[config.mk]
export PLATFORM = sky130hd
export DESIGN_NAME = rgb_matrix_scanner
export DESIGN_NICKNAME = d
export VERILOG_FILES = /design/src/rtl/rgb_matrix_scanner.sv
export SDC_FILE = /design/constraint.sdc
export NUM_CORES = 1
export LEC_CHECK = 0
export ABC_AREA = 1
export BUFFER_PORTS_ARGS = -buffer_cell sky130_fd_sc_hd__buf_4
export CAP_MARGIN = 20
export CORE_MARGIN = 2
export CORE_UTILIZATION = 55
export DETAILED_ROUTE_END_ITERATION = 8
export PLACE_DENSITY = 0.75
export SLEW_MARGIN = 25
export SYNTH_ARGS = -nofsm -noshare
export SYNTH_HDL_FRONTEND = slang
export SYNTH_SLANG_ARGS = --single-unit
[constraint.sdc]
create_clock -name JTCK -period 2.8 [get_ports JTCK]
set_clock_uncertainty 0.2 [all_clocks]
set_input_delay 0.84 -clock JTCK [delete_from_list [all_inputs] [get_ports JTCK]]
set_output_delay 0.84 -clock JTCK [all_outputs]
set_load 0.01 [all_outputs]
[src/rtl/rgb_matrix_scanner.sv]
// RGB LED matrix scanner: 4x30-bit frame buffer, row multiplexing with
// blanking and 16-step PWM, fed from the JTAG user-chain outputs.
module rgb_matrix_scanner #(
  parameter int DRIVE_CYCLES = 256,
  parameter int BLANK_CYCLES = 4,
  parameter bit ACTIVE_LOW   = 1'b0
) (
  input  logic       JTCK,
  input  logic       JRSTN,
  input  logic       enable,
  input  logic [3:0] brightness,
  input  logic       frame_load,
  input  logic [3:0] rgbRow,
  input  logic [9:0] red,
  input  logic [9:0] blue,
  input  logic [9:0] green,
  output logic [9:0] red_o,
  output logic [9:0] blue_o,
  output logic [9:0] green_o,
  output logic [3:0] row_o,
  output logic       frame_sync
);

  localparam int CMAX =
    (DRIVE_CYCLES > BLANK_CYCLES) ? DRIVE_CYCLES : BLANK_CYCLES;
  localparam int CW = $clog2(CMAX);

  localparam logic [CW-1:0] DRIVE_LAST = CW'(DRIVE_CYCLES - 1);
  localparam logic [CW-1:0] BLANK_LAST = CW'(BLANK_CYCLES - 1);
  localparam logic [CW-1:0] CNT_ONE    = CW'(1);

  localparam logic [1:0] S_OFF   = 2'd0;
  localparam logic [1:0] S_BLANK = 2'd1;
  localparam logic [1:0] S_DRIVE = 2'd2;

  localparam logic [9:0] COL_IDLE = {10{ACTIVE_LOW}};
  localparam logic [3:0] ROW_IDLE = {4{ACTIVE_LOW}};

  logic [3:0][29:0] fbuf;

  logic [1:0]    state, state_n;
  logic [1:0]    row, row_n;
  logic [CW-1:0] cnt, cnt_n;
  logic [29:0]   sh_data, sh_data_n;
  logic [3:0]    sh_br, sh_br_n;

  logic [29:0] col_n;
  logic [3:0]  rdrv_n;
  logic        sync_n;

  // Next FSM state, shadow latch and the output image of that next state
  always_comb begin
    state_n   = state;
    row_n     = row;
    cnt_n     = cnt;
    sh_data_n = sh_data;
    sh_br_n   = sh_br;
    if (!enable) begin
      state_n = S_OFF;
      row_n   = 2'd0;
      cnt_n   = '0;
    end else begin
      case (state)
        S_OFF: begin
          state_n = S_BLANK;
          row_n   = 2'd0;
          cnt_n   = '0;
        end
        S_BLANK: begin
          if (cnt == BLANK_LAST) begin
            state_n   = S_DRIVE;
            cnt_n     = '0;
            sh_data_n = fbuf[row];
            sh_br_n   = brightness;
          end else begin
            cnt_n = cnt + CNT_ONE;
          end
        end
        S_DRIVE: begin
          if (cnt == DRIVE_LAST) begin
            state_n = S_BLANK;
            row_n   = row + 2'd1;
            cnt_n   = '0;
          end else begin
            cnt_n = cnt + CNT_ONE;
          end
        end
        default: begin
          state_n = S_OFF;
          row_n   = 2'd0;
          cnt_n   = '0;
        end
      endcase
    end

    col_n  = '0;
    rdrv_n = '0;
    sync_n = 1'b0;
    if (state_n == S_DRIVE) begin
      rdrv_n = 4'b0001 << row_n;
      if (cnt_n[3:0] < sh_br_n)
        col_n = sh_data_n;
      sync_n = (row_n == 2'd0) && (cnt_n == '0);
    end
  end

  // Scan state and registered pin drive
  always_ff @(posedge JTCK or negedge JRSTN) begin
    if (!JRSTN) begin
      state      <= S_OFF;
      row        <= 2'd0;
      cnt        <= '0;
      sh_data    <= '0;
      sh_br      <= '0;
      red_o      <= COL_IDLE;
      blue_o     <= COL_IDLE;
      green_o    <= COL_IDLE;
      row_o      <= ROW_IDLE;
      frame_sync <= 1'b0;
    end else begin
      state      <= state_n;
      row        <= row_n;
      cnt        <= cnt_n;
      sh_data    <= sh_data_n;
      sh_br      <= sh_br_n;
      red_o      <= col_n[9:0]   ^ COL_IDLE;
      blue_o     <= col_n[19:10] ^ COL_IDLE;
      green_o    <= col_n[29:20] ^ COL_IDLE;
      row_o      <= rdrv_n       ^ ROW_IDLE;
      frame_sync <= sync_n;
    end
  end

  // Frame buffer writes from the chain, any state
  always_ff @(posedge JTCK or negedge JRSTN) begin
    if (!JRSTN) begin
      fbuf <= '0;
    end else if (frame_load) begin
      for (int i = 0; i < 4; i++)
        if (rgbRow[i])
          fbuf[i] <= {green, blue, red};
    end
  end

endmodule

==> results by group, run 1 <==
Global routing
  • Largest net degree at the start of global routing: 63
  • First-pass GRT wire length: 32.3 mm
  • Vias in the first global route: approximately 6.4k
  • Antenna violations before repair: 0
  • Gr usage total: 24.3%
  • Remaining Overflow, GRT: 0

Setup path
  • CP max FO: 30
  • Flop2flop setup slack: 0.20 ns
  • Crit path launch type: flip-flop
  • RR Endpoint: green_o[3]$_DFF_PN0_
  • Worst r2r path cells: 15
  • Setup Crit Path Kind: reg2reg
  • Req. time, crit path: 3.01 ns
  • Max stage delay on crit path: 0.40 ns
  • Worst Setup SP: cnt[0]$_DFF_PN0_
  • Crit Reg-Reg Startpoint: cnt[0]$_DFF_PN0_
  • Worst Path Arrival: 2.81 ns
  • Crit-path slowest cell: dfrtp_1
  • CP most frequent cell: nand2_2
  • Cells along the critical path: ha_1 > nand3_1 > inv_2 > nand2_2 > nand2_2 > nand2_2 > nand2_1 > nor2_1 > ha_1 > nand2_1 > inv_1 > nand2_1 > nand2_2 > buf_12 > nor2_2
  • Crit path capture type: flip-flop

Floorplan
  • Total core area: 0.0153 sq mm
  • # rows: 45
  • Die area: 0.0167 sq mm
  • Ports: 77
  • Die height: ~130 microns
  • Die X-Extent: between 100 and 150 microns
  • Initial core utilization: 56.6%

Clock tree
  • Post-CTS Setup Bufs: 0
  • Root buf cell: clkbuf_16
  • CTS tree: yes
  • Htree depth: 1
  • Sink Count: 201
  • Worst-case clock buffer depth: 3
  • Post-CTS Hold Buffers: 0
  • Clock Pin Slew Worst Setup and Hold Paths: 0.06 ns
  • Post-cts sizing count: 0
  • Clk_lat worst skew: 0.48 ns
  • Num CTS Buffers: 21

Synthesis
  • Yosys cell types: 26
  • Synth Cell Area: 0.00863 sq mm
  • Post-synthesis sequential area ratio: 58.3%
  • Top area cells in the synthesized netlist: dfrtp_1, o21ai_0, nand2_1
  • Cell accounting for the most synthesized area: dfrtp_1
  • Mean Syn Cell Area: 9.54 sq um
  • Post-Syn Nets: ~960
  • Synth Register Bits: 201
  • Mapped Cells: 905
  • Share of the synthesized area in the top cell type: 58.3%
  • Ys Warns: 0

STA
  • Slew HR: a little under three fifths
  • Hold Fails Final Rpt: 0
  • TNS Setup: 0 ns
  • Min Tclk post-route: 2.60 ns
  • Fin crit share: 92.8%
  • Final Max Tran Viols: 0
  • Final setup fails: 0
  • RSZ-0062 raised after global routing: no
  • Worst Tran Pin Value: 0.661 ns
  • Max Clk Rate: 385 MHz

Routing
  • Detailed-route vias per instance: 5.44
  • DRC: 0
  • Via count: about 6.5k
  • Pre-Repair DR Iteration Count: 5
  • WL per Instance: 16.3 microns
  • 1st-iter DRT viols: 472
  • Routed wire length: 19.5 mm
  • Routed Antenna Nets: 0

Placed design
  • Number of port buffers: 76
  • GPL Wtd Cong: 0.872
  • Post-DP HPWL: 11.5 mm

Layout
  • Final #Nets: 1019
  • Final Util: 66.2%
  • Share of layout cells above drive strength 1: 20.2%
  • # diodes: 0
  • Area growth syn-to-layout: 17.1%

Outcome
  • Run status: completed

Power and ir drop
  • Total design power: 6.32 mW
  • Peak supply drop: approximately 0.00037 V
  • Power per cell area: 626 mW/mm^2
  • Leak Pwr: 5.10 nW

Flow run
  • # Max-Cap Violations: 0

Worst hold path
  • HP Class: in2async
registers in the layout, summed over array words and instances (netlist names):
signal / flops
sh_br: 4
frame_sync: 1
row: 2
green_o: 10
row_o: 4
blue_o: 10
fbuf: 120
sh_data: 30
state: 2
cnt: 8
red_o: 10
cell type report:
cell class                 count  area, sq um
timing repair buffer          93          817
tap                          211          264
multi-input combinational    586         3100
inverter                      66          248
fill                        1200         5150
clock inverter                 2         10.0
sequential                   201         5030
clock buffer                  32          637
per-stage QoR:
stage               cells  instance area, sq um  setup WS [ns]  hold WS, ns
finish               1191                 10100          0.202        0.143
global route         1191                 10100      0.0000664        0.180
CTS                  1191                 10100          0.207        0.155
detailed placement   1157                  9460          0.194        0.265
global placement     1157                  9460          0.268        0.260
floorplan             905                  8630          0.565        0.245
synth_stat cells, drive strengths merged:
| master | number |
|---|---|
| inv | 66 |
| nand2 | 196 |
| mux2 | 30 |
| nand3 | 10 |
| xor2 | 3 |
| ha | 8 |
| buf | 11 |
| nor2 | 108 |
| and2 | 1 |
| nand3b | 4 |
| clkbuf | 41 |
| o22ai | 30 |
| dfrtp | 201 |
| mux2i | 1 |
| nor3 | 3 |
| o21ai | 184 |
| a21oi | 4 |
| nand4 | 4 |
per-layer routing:
metal | vias to the layer above | share of wire, % | track usage, %
li1 | 3077 | - | -
met1 | 3185 | 45 | 34.2
met2 | 191 | 48 | 40.6
met3 | 29 | 5.0 | 3.39
met4 | 0 | 1.3 | 5.31
met5 | - | 0 | 0
worst max-delay path: cells and delay by family, from the launching register on:
family,cells,cell delay [ns]
adders and majority gates,2,0.53
buffers and inverters,3,0.31
DFF,1,0.40
and+or+nand+nor,10,1.09
placed cells by master (no fill, tap or decap):
cell type,instances
nand3_2,2
o21ai_1,2
clkbuf_16,21
dfrtp_1,200
o22ai_1,30
mux2_4,30
buf_12,9
buf_4,83
clkinv_2,2
clkbuf_1,4
clkbuf_8,8
ha_1,8
nand3b_1,4
dfrtp_2,1
nand2_2,6
a21oi_1,4
xor2_1,3
inv_2,3
nor2_1,75
nand3_1,8
nand2_1,190
nor2_4,2
mux2i_1,1
o21ai_0,182
nor3_1,3
nor2_2,31
nand4_1,4
and2_1,1
inv_1,63
report_power, final:
part	switching [mW]	internal [mW]
clock network	1.06	1.55
logic	0.291	0.185
registers	0.111	3.12
total	1.46	4.86
worst max path at each step:
stage	end	slack [ns]	depth (start not counted)
6_report	green_o[3]$_DFF_PN0_	0.20	15
5_1_grt	red_o[2]$_DFF_PN0_	0.00007	17
4_1_cts	green_o[3]$_DFF_PN0_	0.21	15
3_5_place_dp	green_o[3]$_DFF_PN0_	0.19	12
3_3_place_gp	green_o[9]$_DFF_PN0_	0.27	12
2_1_floorplan	blue_o[0]$_DFF_PN0_	0.56	9
logic make-up after synthesis:
kind of cell    synth area share, %
xor+xnor                      0.304
buf+inv                        5.81
compound gates                 13.1
simple gates                   16.0
flops                          58.3
mux                            5.33
fa+ha+maj                      1.16
No activity file was read; power rests on OpenSTA's default activity.
==> run 2, diff against run 1 <==
--- a/config.mk
+++ b/config.mk
@@ -5,13 +5,13 @@
 export SDC_FILE = /design/constraint.sdc
 export NUM_CORES = 1
 export LEC_CHECK = 0
-export ABC_AREA = 1
 export BUFFER_PORTS_ARGS = -buffer_cell sky130_fd_sc_hd__buf_4
 export CAP_MARGIN = 20
 export CORE_MARGIN = 2
 export CORE_UTILIZATION = 55
 export DETAILED_ROUTE_END_ITERATION = 8
-export PLACE_DENSITY = 0.75
+export PLACE_DENSITY = 0.74
+export SETUP_SLACK_MARGIN = 0.1
 export SLEW_MARGIN = 25
 export SYNTH_ARGS = -nofsm -noshare
 export SYNTH_HDL_FRONTEND = slang
==> results by group, run 2 <==
Routing
  • DRC: 0
  • 1st-iter DRT viols: 240
  • Via count: 5161
  • Routed wire length: around 20 mm
  • Pre-Repair DR Iteration Count: 4
  • Routed Antenna Nets: 0
  • Detailed-route vias per instance: 5.68
  • WL per Instance: 21.7 microns

Power and ir drop
  • Peak supply drop: ~0.00054 V
  • Power per cell area: 579 mW/mm^2
  • Leak Pwr: between 4 and 5 nW
  • Total design power: 6.57 mW

Layout
  • # diodes: 0
  • Layout Cells excl Fill: 908
  • Area growth syn-to-layout: 22.2%
  • Biggest register: fbuf
  • Share of layout cells above drive strength 1: 57.1%
  • Largest regs: fbuf x120, sh_data x30
  • Final Util: between 60% and 70%
  • Commonest non-fill, non-tap cell in the layout: dfrtp_1
  • Max reg flops: between 100 and 150
  • Most frequent cells in the layout: dfrtp_1, mux2_2, buf_4
  • Final #Nets: 725
  • Filler cells: 1078

Clock tree
  • Clk_lat worst skew: 0.49 ns
  • Num CTS Buffers: 21
  • Htree depth: 1
  • Sink Count: about 200
  • Worst-case clock buffer depth: 3
  • Clock Pin Slew Worst Setup and Hold Paths: 0.06 ns
  • CTS tree: yes
  • Root buf cell: clkbuf_16

Global routing
  • Largest net degree at the start of global routing: 126
  • Remaining Overflow, GRT: 0
  • Gr usage total: 22.8%
  • Vias in the first global route: between 5k and 6k
  • First-pass GRT wire length: 32.0 mm
  • Antenna violations before repair: 0

Synthesis
  • Ys Warns: 0
  • Top area cells in the synthesized netlist: dfrtp_1, mux2_2, nor4b_4
  • Number of synthesized flops with an enable pin: 0
  • Synth Cell Area: 0.00929 sq mm
  • Synth Flop Type: dfrtp_1
  • Cell accounting for the most synthesized area: dfrtp_1
  • Post-Syn Nets: between 600 and 700
  • Count leader, synth: dfrtp_1
  • Post-synthesis sequential area ratio: 54.1%
  • Share of the synthesized area in the top cell type: between 50% and 60%
  • Mapped Cells: roughly 550
  • Mean Syn Cell Area: 16.8 sq um
  • Most frequent cells after synthesis: dfrtp_1, mux2_2, mux2_4, nor4b_4, clkbuf_1
  • Yosys cell types: 55
  • Synth Register Bits: 201
  • Fraction of registers with async set or reset after synthesis: between 90% and 100%

Setup path
  • CP max FO: 5
  • Crit Reg-Reg Startpoint: cnt[0]$_DFF_PN0_
  • Max stage delay on crit path: approximately 0.47 ns
  • Worst r2r path cells: 11
  • Worst Setup SP: cnt[0]$_DFF_PN0_
  • RR Endpoint: red_o[8]$_DFF_PN0_
  • CP most frequent cell: ha_4
  • Crit-path slowest cell: or3_4
  • Crit path depth: 11
  • Worst Path Buf+Inv: 2
  • Worst Path Arrival: 3.27 ns
  • Crit path capture type: flip-flop
  • Cells along the critical path: ha_4 > or3b_4 > or3_4 > mux2i_4 > ha_4 > and3_4 > nand3_2 > o211ai_4 > buf_6 > buf_12 > nor4b_4
  • Flop2flop setup slack: -0.28 ns
  • Req. time, crit path: 2.99 ns
  • Worst Setup EP: red_o[8]$_DFF_PN0_
  • Setup Crit Path Kind: reg2reg
  • Crit path launch type: flip-flop
  • Crit-path leading delay family: simple AND/OR/NAND/NOR gates

Floorplan
  • Total core area: 0.0165 sq mm
  • Initial core utilization: 56.2%
  • Die X-Extent: 134 microns
  • Die height: 134 microns
  • Die area: approximately 0.018 sq mm
  • # rows: 47
  • Ports: 77

Flow run
  • # Max-Cap Violations: 0

Outcome
  • Failing checks: setup timing
  • Run status: finished with violations

STA
  • Min Tclk post-route: 3.08 ns
  • Fin crit share: 110%
  • PnR worst setup slack: -0.281 ns
  • Worst Tran Pin Value: 0.655 ns
  • Hold Fails Final Rpt: 0
  • Max Clk Rate: around 320 MHz
  • Final setup fails: 30
  • Final Max Tran Viols: 0
  • RSZ-0062 raised after global routing: yes
  • Slew HR: 56.3%

Placed design
  • GPL Wtd Cong: a little over 0.8
  • Post-DP HPWL: 12.2 mm
  • Pre-CTS WS: -0.466 ns
  • Cells after DPL: 859
  • Number of port buffers: 76

Worst hold path
  • Hold Path Depth: 1
  • HP Class: reg2reg
-- run 2: cell count changes in the layout (fill, tap and decap cells not counted), moves of 19 or more --
cell     change
buf_4       +38
mux4_1      +19
mux2_2     +121
nand2_1    -185
inv_1       -56
o22ai_1     -30
nor2_1      -67
nor4b_4     +29
o21ai_0    -179
nor2_2      -31
-- run 2: repair_timing --
item / 4_1_cts / 5_1_grt
pin swaps: 9 / 7
buffers inserted: 9 / 1
cloned: 2 / 0
gates resized for setup: 9 / 10
hold endpoints to repair: 3 / 0
setup endpoints to repair: 30 / 33
hold buffers: 1 / 0
-- run 2: worst register-to-register path: stages (launching register included) --
cell,delay (ns)
dfrtp_1,0.39
ha_4,0.15
or3b_4,0.38
or3_4,0.47
mux2i_4,0.24
ha_4,0.25
and3_4,0.17
nand3_2,0.08
o211ai_4,0.08
buf_6,0.15
buf_12,0.14
nor4b_4,0.28
-- run 2: cell families (layout without fill, tap and decap cells) --
kind of cell | Yosys count | in the layout | share of synthesized area, %
flops | 201 | 201 | 54.1
buf+inv | 47 | 183 | 3.52
fa+ha+maj | 8 | 8 | 1.08
compound gates | 23 | 23 | 1.85
mux | 183 | 183 | 27.7
simple gates | 83 | 83 | 11.0
xor+xnor | 7 | 7 | 0.660
-- run 2: area by class of cell --
class / instances / area (sq um) / share of cell area, %
Inverter: 7 / 26.3 / 0.232
Tap cell: 220 / 275 / 2.43
Multi-Input combinational cell: 304 / 4090 / 36.0
Sequential cell: 201 / 5030 / 44.3
Timing Repair Buffer: 140 / 1270 / 11.2
Clock buffer: 32 / 637 / 5.61
Clock inverter: 4 / 23.8 / 0.209
-- run 2: how the worst min path moves through the flow --
stage | from | end | slack, ns
2_1_floorplan | sh_br[1]$_DFF_PN0_ | sh_br[1]$_DFF_PN0_ | 0.26
3_3_place_gp | sh_data[20]$_DFF_PN0_ | sh_data[20]$_DFF_PN0_ | 0.28
3_5_place_dp | sh_data[20]$_DFF_PN0_ | sh_data[20]$_DFF_PN0_ | 0.28
4_1_cts | sh_data[20]$_DFF_PN0_ | sh_data[20]$_DFF_PN0_ | 0.29
5_1_grt | sh_data[9]$_DFF_PN0_ | sh_data[9]$_DFF_PN0_ | 0.30
6_report | fbuf[32]$_DFFE_PN0P_ | fbuf[32]$_DFFE_PN0P_ | 0.29
-- run 2: per-stage QoR --
step / instance area [sq um] / hold WS, ns / setup TNS [ns]
2_1_floorplan: 9330 / 0.257 / -10.15
3_3_place_gp: 10400 / 0.278 / -10.94
3_5_place_dp: 10400 / 0.281 / -13.08
4_1_cts: 11300 / 0.295 / -6.02
5_1_grt: 11300 / 0.303 / -8.55
6_report: 11300 / 0.294 / -6.19
-- run 2: metal layers --
metal	global-route usage [%]	vias to the layer above	part of all wire (%)
met3	3.21	39	3.7
met1	30.2	2710	42
met5	0	-	0
met4	6.62	0	2.7
met2	39.7	104	52
li1	-	2308	-
-- run 2: report_power, final --
group          leakage (nW)  internal [mW]  total [mW]  switching [mW]
logic                  2.13          0.373       0.621           0.248
registers              2.54           3.16        3.29           0.126
clock network         0.330           1.56        2.65            1.09
total                  5.00           5.10        6.57            1.47
==> run 3, diff against run 2 <==
--- a/config.mk
+++ b/config.mk
@@ -5,12 +5,13 @@
 export SDC_FILE = /design/constraint.sdc
 export NUM_CORES = 1
 export LEC_CHECK = 0
+export ABC_AREA = 1
 export BUFFER_PORTS_ARGS = -buffer_cell sky130_fd_sc_hd__buf_4
 export CAP_MARGIN = 20
 export CORE_MARGIN = 2
 export CORE_UTILIZATION = 55
 export DETAILED_ROUTE_END_ITERATION = 8
-export PLACE_DENSITY = 0.74
+export PLACE_DENSITY = 0.75
 export SETUP_SLACK_MARGIN = 0.1
 export SLEW_MARGIN = 25
 export SYNTH_ARGS = -nofsm -noshare
==> constraint.sdc (replaced) <==
create_clock -name JTCK -period 3.2 [get_ports JTCK]
set_clock_uncertainty 0.2 [all_clocks]
set_input_delay 0.96 -clock JTCK [delete_from_list [all_inputs] [get_ports JTCK]]
set_output_delay 0.96 -clock JTCK [all_outputs]
set_load 0.01 [all_outputs]
==> results by group, run 3 (synthesized netlist as in run 1, its figures left out) <==
Outcome
  • Run status: completed

Setup path
  • RR Endpoint: red_o[2]$_DFF_PN0_
  • CP most frequent cell: nand2_2
  • Crit path launch type: flip-flop
  • CP max FO: 30
  • Crit path capture type: flip-flop
  • Crit-path leading delay family: simple AND/OR/NAND/NOR gates
  • Crit-path slowest cell: dfrtp_1
  • Worst Path Arrival: 2.77 ns
  • Max stage delay on crit path: between 0.4 and 0.5 ns
  • Worst Path Buf+Inv: 2
  • Flop2flop setup slack: about 0.65 ns
  • Crit Reg-Reg Startpoint: cnt[0]$_DFF_PN0_
  • Cells along the critical path: ha_1 > nand3_1 > inv_2 > nand2_2 > nand2_2 > nand2_2 > nand2_1 > nor2_1 > ha_1 > a21oi_1 > nand2_2 > buf_12 > nor2_2
  • Setup Crit Path Kind: reg2reg
  • Req. time, crit path: 3.42 ns
  • Worst r2r path cells: 13

Layout
  • Biggest register: fbuf
  • Share of layout cells above drive strength 1: between 10% and 20%
  • Largest regs: fbuf x120, sh_data x30
  • # diodes: 0
  • Fin area: 0.0100 sq mm
  • Filler cells: 1200
  • Max reg flops: 120
  • Final #Nets: 1017
  • Area of the multi-input gates: 0.00310 sq mm
  • Commonest non-fill, non-tap cell in the layout: dfrtp_1
  • Register Area: ~0.0050 sq mm
  • Area growth syn-to-layout: 15.9%
  • Most frequent cells in the layout: dfrtp_1, nand2_1, o21ai_0

Clock tree
  • Root buf cell: clkbuf_16
  • Htree depth: 1
  • Num CTS Buffers: 21
  • Sink Count: 201
  • Post-CTS Hold Buffers: 0
  • Post-CTS Setup Bufs: 0
  • Clock Pin Slew Worst Setup and Hold Paths: 0.06 ns
  • Post-cts sizing count: 0
  • CTS tree: yes
  • Worst-case clock buffer depth: 3
  • Clk_lat worst skew: 0.49 ns

STA
  • Worst Tran Pin Value: 0.653 ns
  • Hold Fails Final Rpt: 0
  • Min Tclk post-route: roughly 2.6 ns
  • TNS Setup: 0 ns
  • PnR worst setup slack: 0.648 ns
  • Hold_ws: 0.252 ns
  • Max Clk Rate: 392 MHz
  • Final setup fails: 0
  • RSZ-0062 raised after global routing: no
  • Slew HR: a little under three fifths
  • Final Max Tran Viols: 0
  • Fin crit share: 79.7%

Placed design
  • Placed cell area: 0.00941 sq mm
  • Number of port buffers: 76
  • GPL Wtd Cong: 0.833
  • Post-DP HPWL: 11.2 mm
  • Pre-CTS WS: 0.481 ns

Floorplan
  • Total core area: between 0.015 and 0.02 sq mm
  • # rows: 45
  • Ports: 77
  • Initial core utilization: 56.6%
  • Die area: ~0.017 sq mm
  • Die X-Extent: 129 microns
  • Die height: 129 microns

Power and ir drop
  • Leak Pwr: ~5.1 nW
  • Peak supply drop: between 0.0004 and 0.0005 V
  • Power per cell area: roughly 540 mW/mm^2
  • Total design power: 5.43 mW

Global routing
  • Gr usage total: 23.8%
  • Largest net degree at the start of global routing: 62
  • Vias in the first global route: 6323
  • Remaining Overflow, GRT: 0
  • First-pass GRT wire length: 31.7 mm
  • Antenna violations before repair: 0

Routing
  • 1st-iter DRT viols: 428
  • WL per Instance: 16.0 microns
  • Detailed-route vias per instance: 5.38
  • DRC: 0
  • Via count: between 6k and 7k
  • Routed Antenna Nets: 0
  • Pre-Repair DR Iteration Count: 5
  • Routed wire length: 19.0 mm

Worst hold path
  • HP Class: in2async

Flow run
  • # Max-Cap Violations: 0
-- run 3: changes by cell type in the layout (fill, tap and decap cells not counted), sizes merged, moves of 30 or more --
cell	previous run	this run
nand2	10	196
o21ai	3	184
mux2	150	30
nor2	8	108
inv	7	66
buf	138	90
mux4	30	0
nor4b	30	0
o22ai	0	30
-- run 3: worst reg2reg max path: cells and delay by family, from the launching register on --
| kind | cells | cell delay (ns) |
|---|---|---|
| AOI/OAI and AO/OA | 1 | 0.16 |
| buffers and inverters | 2 | 0.27 |
| adders and majority gates | 2 | 0.52 |
| and+or+nand+nor | 8 | 0.93 |
| DFF | 1 | 0.41 |
-- run 3: cell type report --
| type | count | area share (%) |
|---|---|---|
| Clock buffer | 31 | 5.93 |
| Sequential cell | 201 | 50.3 |
| Tap cell | 211 | 2.64 |
| Timing Repair Buffer | 91 | 7.64 |
| Inverter | 66 | 2.48 |
| Multi-Input combinational cell | 586 | 31.0 |
| Clock inverter | 1 | 0.0500 |
-- run 3: stage by stage --
| step | util, % | std cells |
|---|---|---|
| 2_1_floorplan | - | 905 |
| 6_report | 65.6 | 1187 |
| 3_5_place_dp | 61.7 | 1155 |
| 5_1_grt | 65.6 | 1187 |
| 3_3_place_gp | 61.7 | 1155 |
| 4_1_cts | 65.6 | 1187 |
-- run 3: worst max-delay path by stage --
stage,start,end,slack (ns),cells after the start
floorplan,enable,blue_o[0]$_DFF_PN0_,0.84,9
global placement,enable,red_o[3]$_DFF_PN0_,0.54,12
detailed placement,enable,red_o[8]$_DFF_PN0_,0.48,12
CTS,cnt[0]$_DFF_PN0_,red_o[2]$_DFF_PN0_,0.65,17
global route,cnt[0]$_DFF_PN0_,green_o[4]$_DFF_PN0_,0.39,17
finish,cnt[0]$_DFF_PN0_,red_o[2]$_DFF_PN0_,0.65,13
-- run 3: routing by layer --
metal / vias to the layer above / global-route usage [%] / share of wire, %
met2: 203 / 38.5 / 47
met3: 37 / 3.34 / 5.7
li1: 3066 / - / -
met5: - / 0 / 0
met1: 3077 / 33.9 / 45
met4: 0 / 7.29 / 2.6
-- run 3: power breakdown --
group | internal (mW) | leakage, nW | switching, mW | total [mW]
clock network | 1.27 | 0.293 | 0.923 | 2.19
registers | 2.73 | 2.61 | 0.0973 | 2.83
logic | 0.156 | 2.15 | 0.249 | 0.405
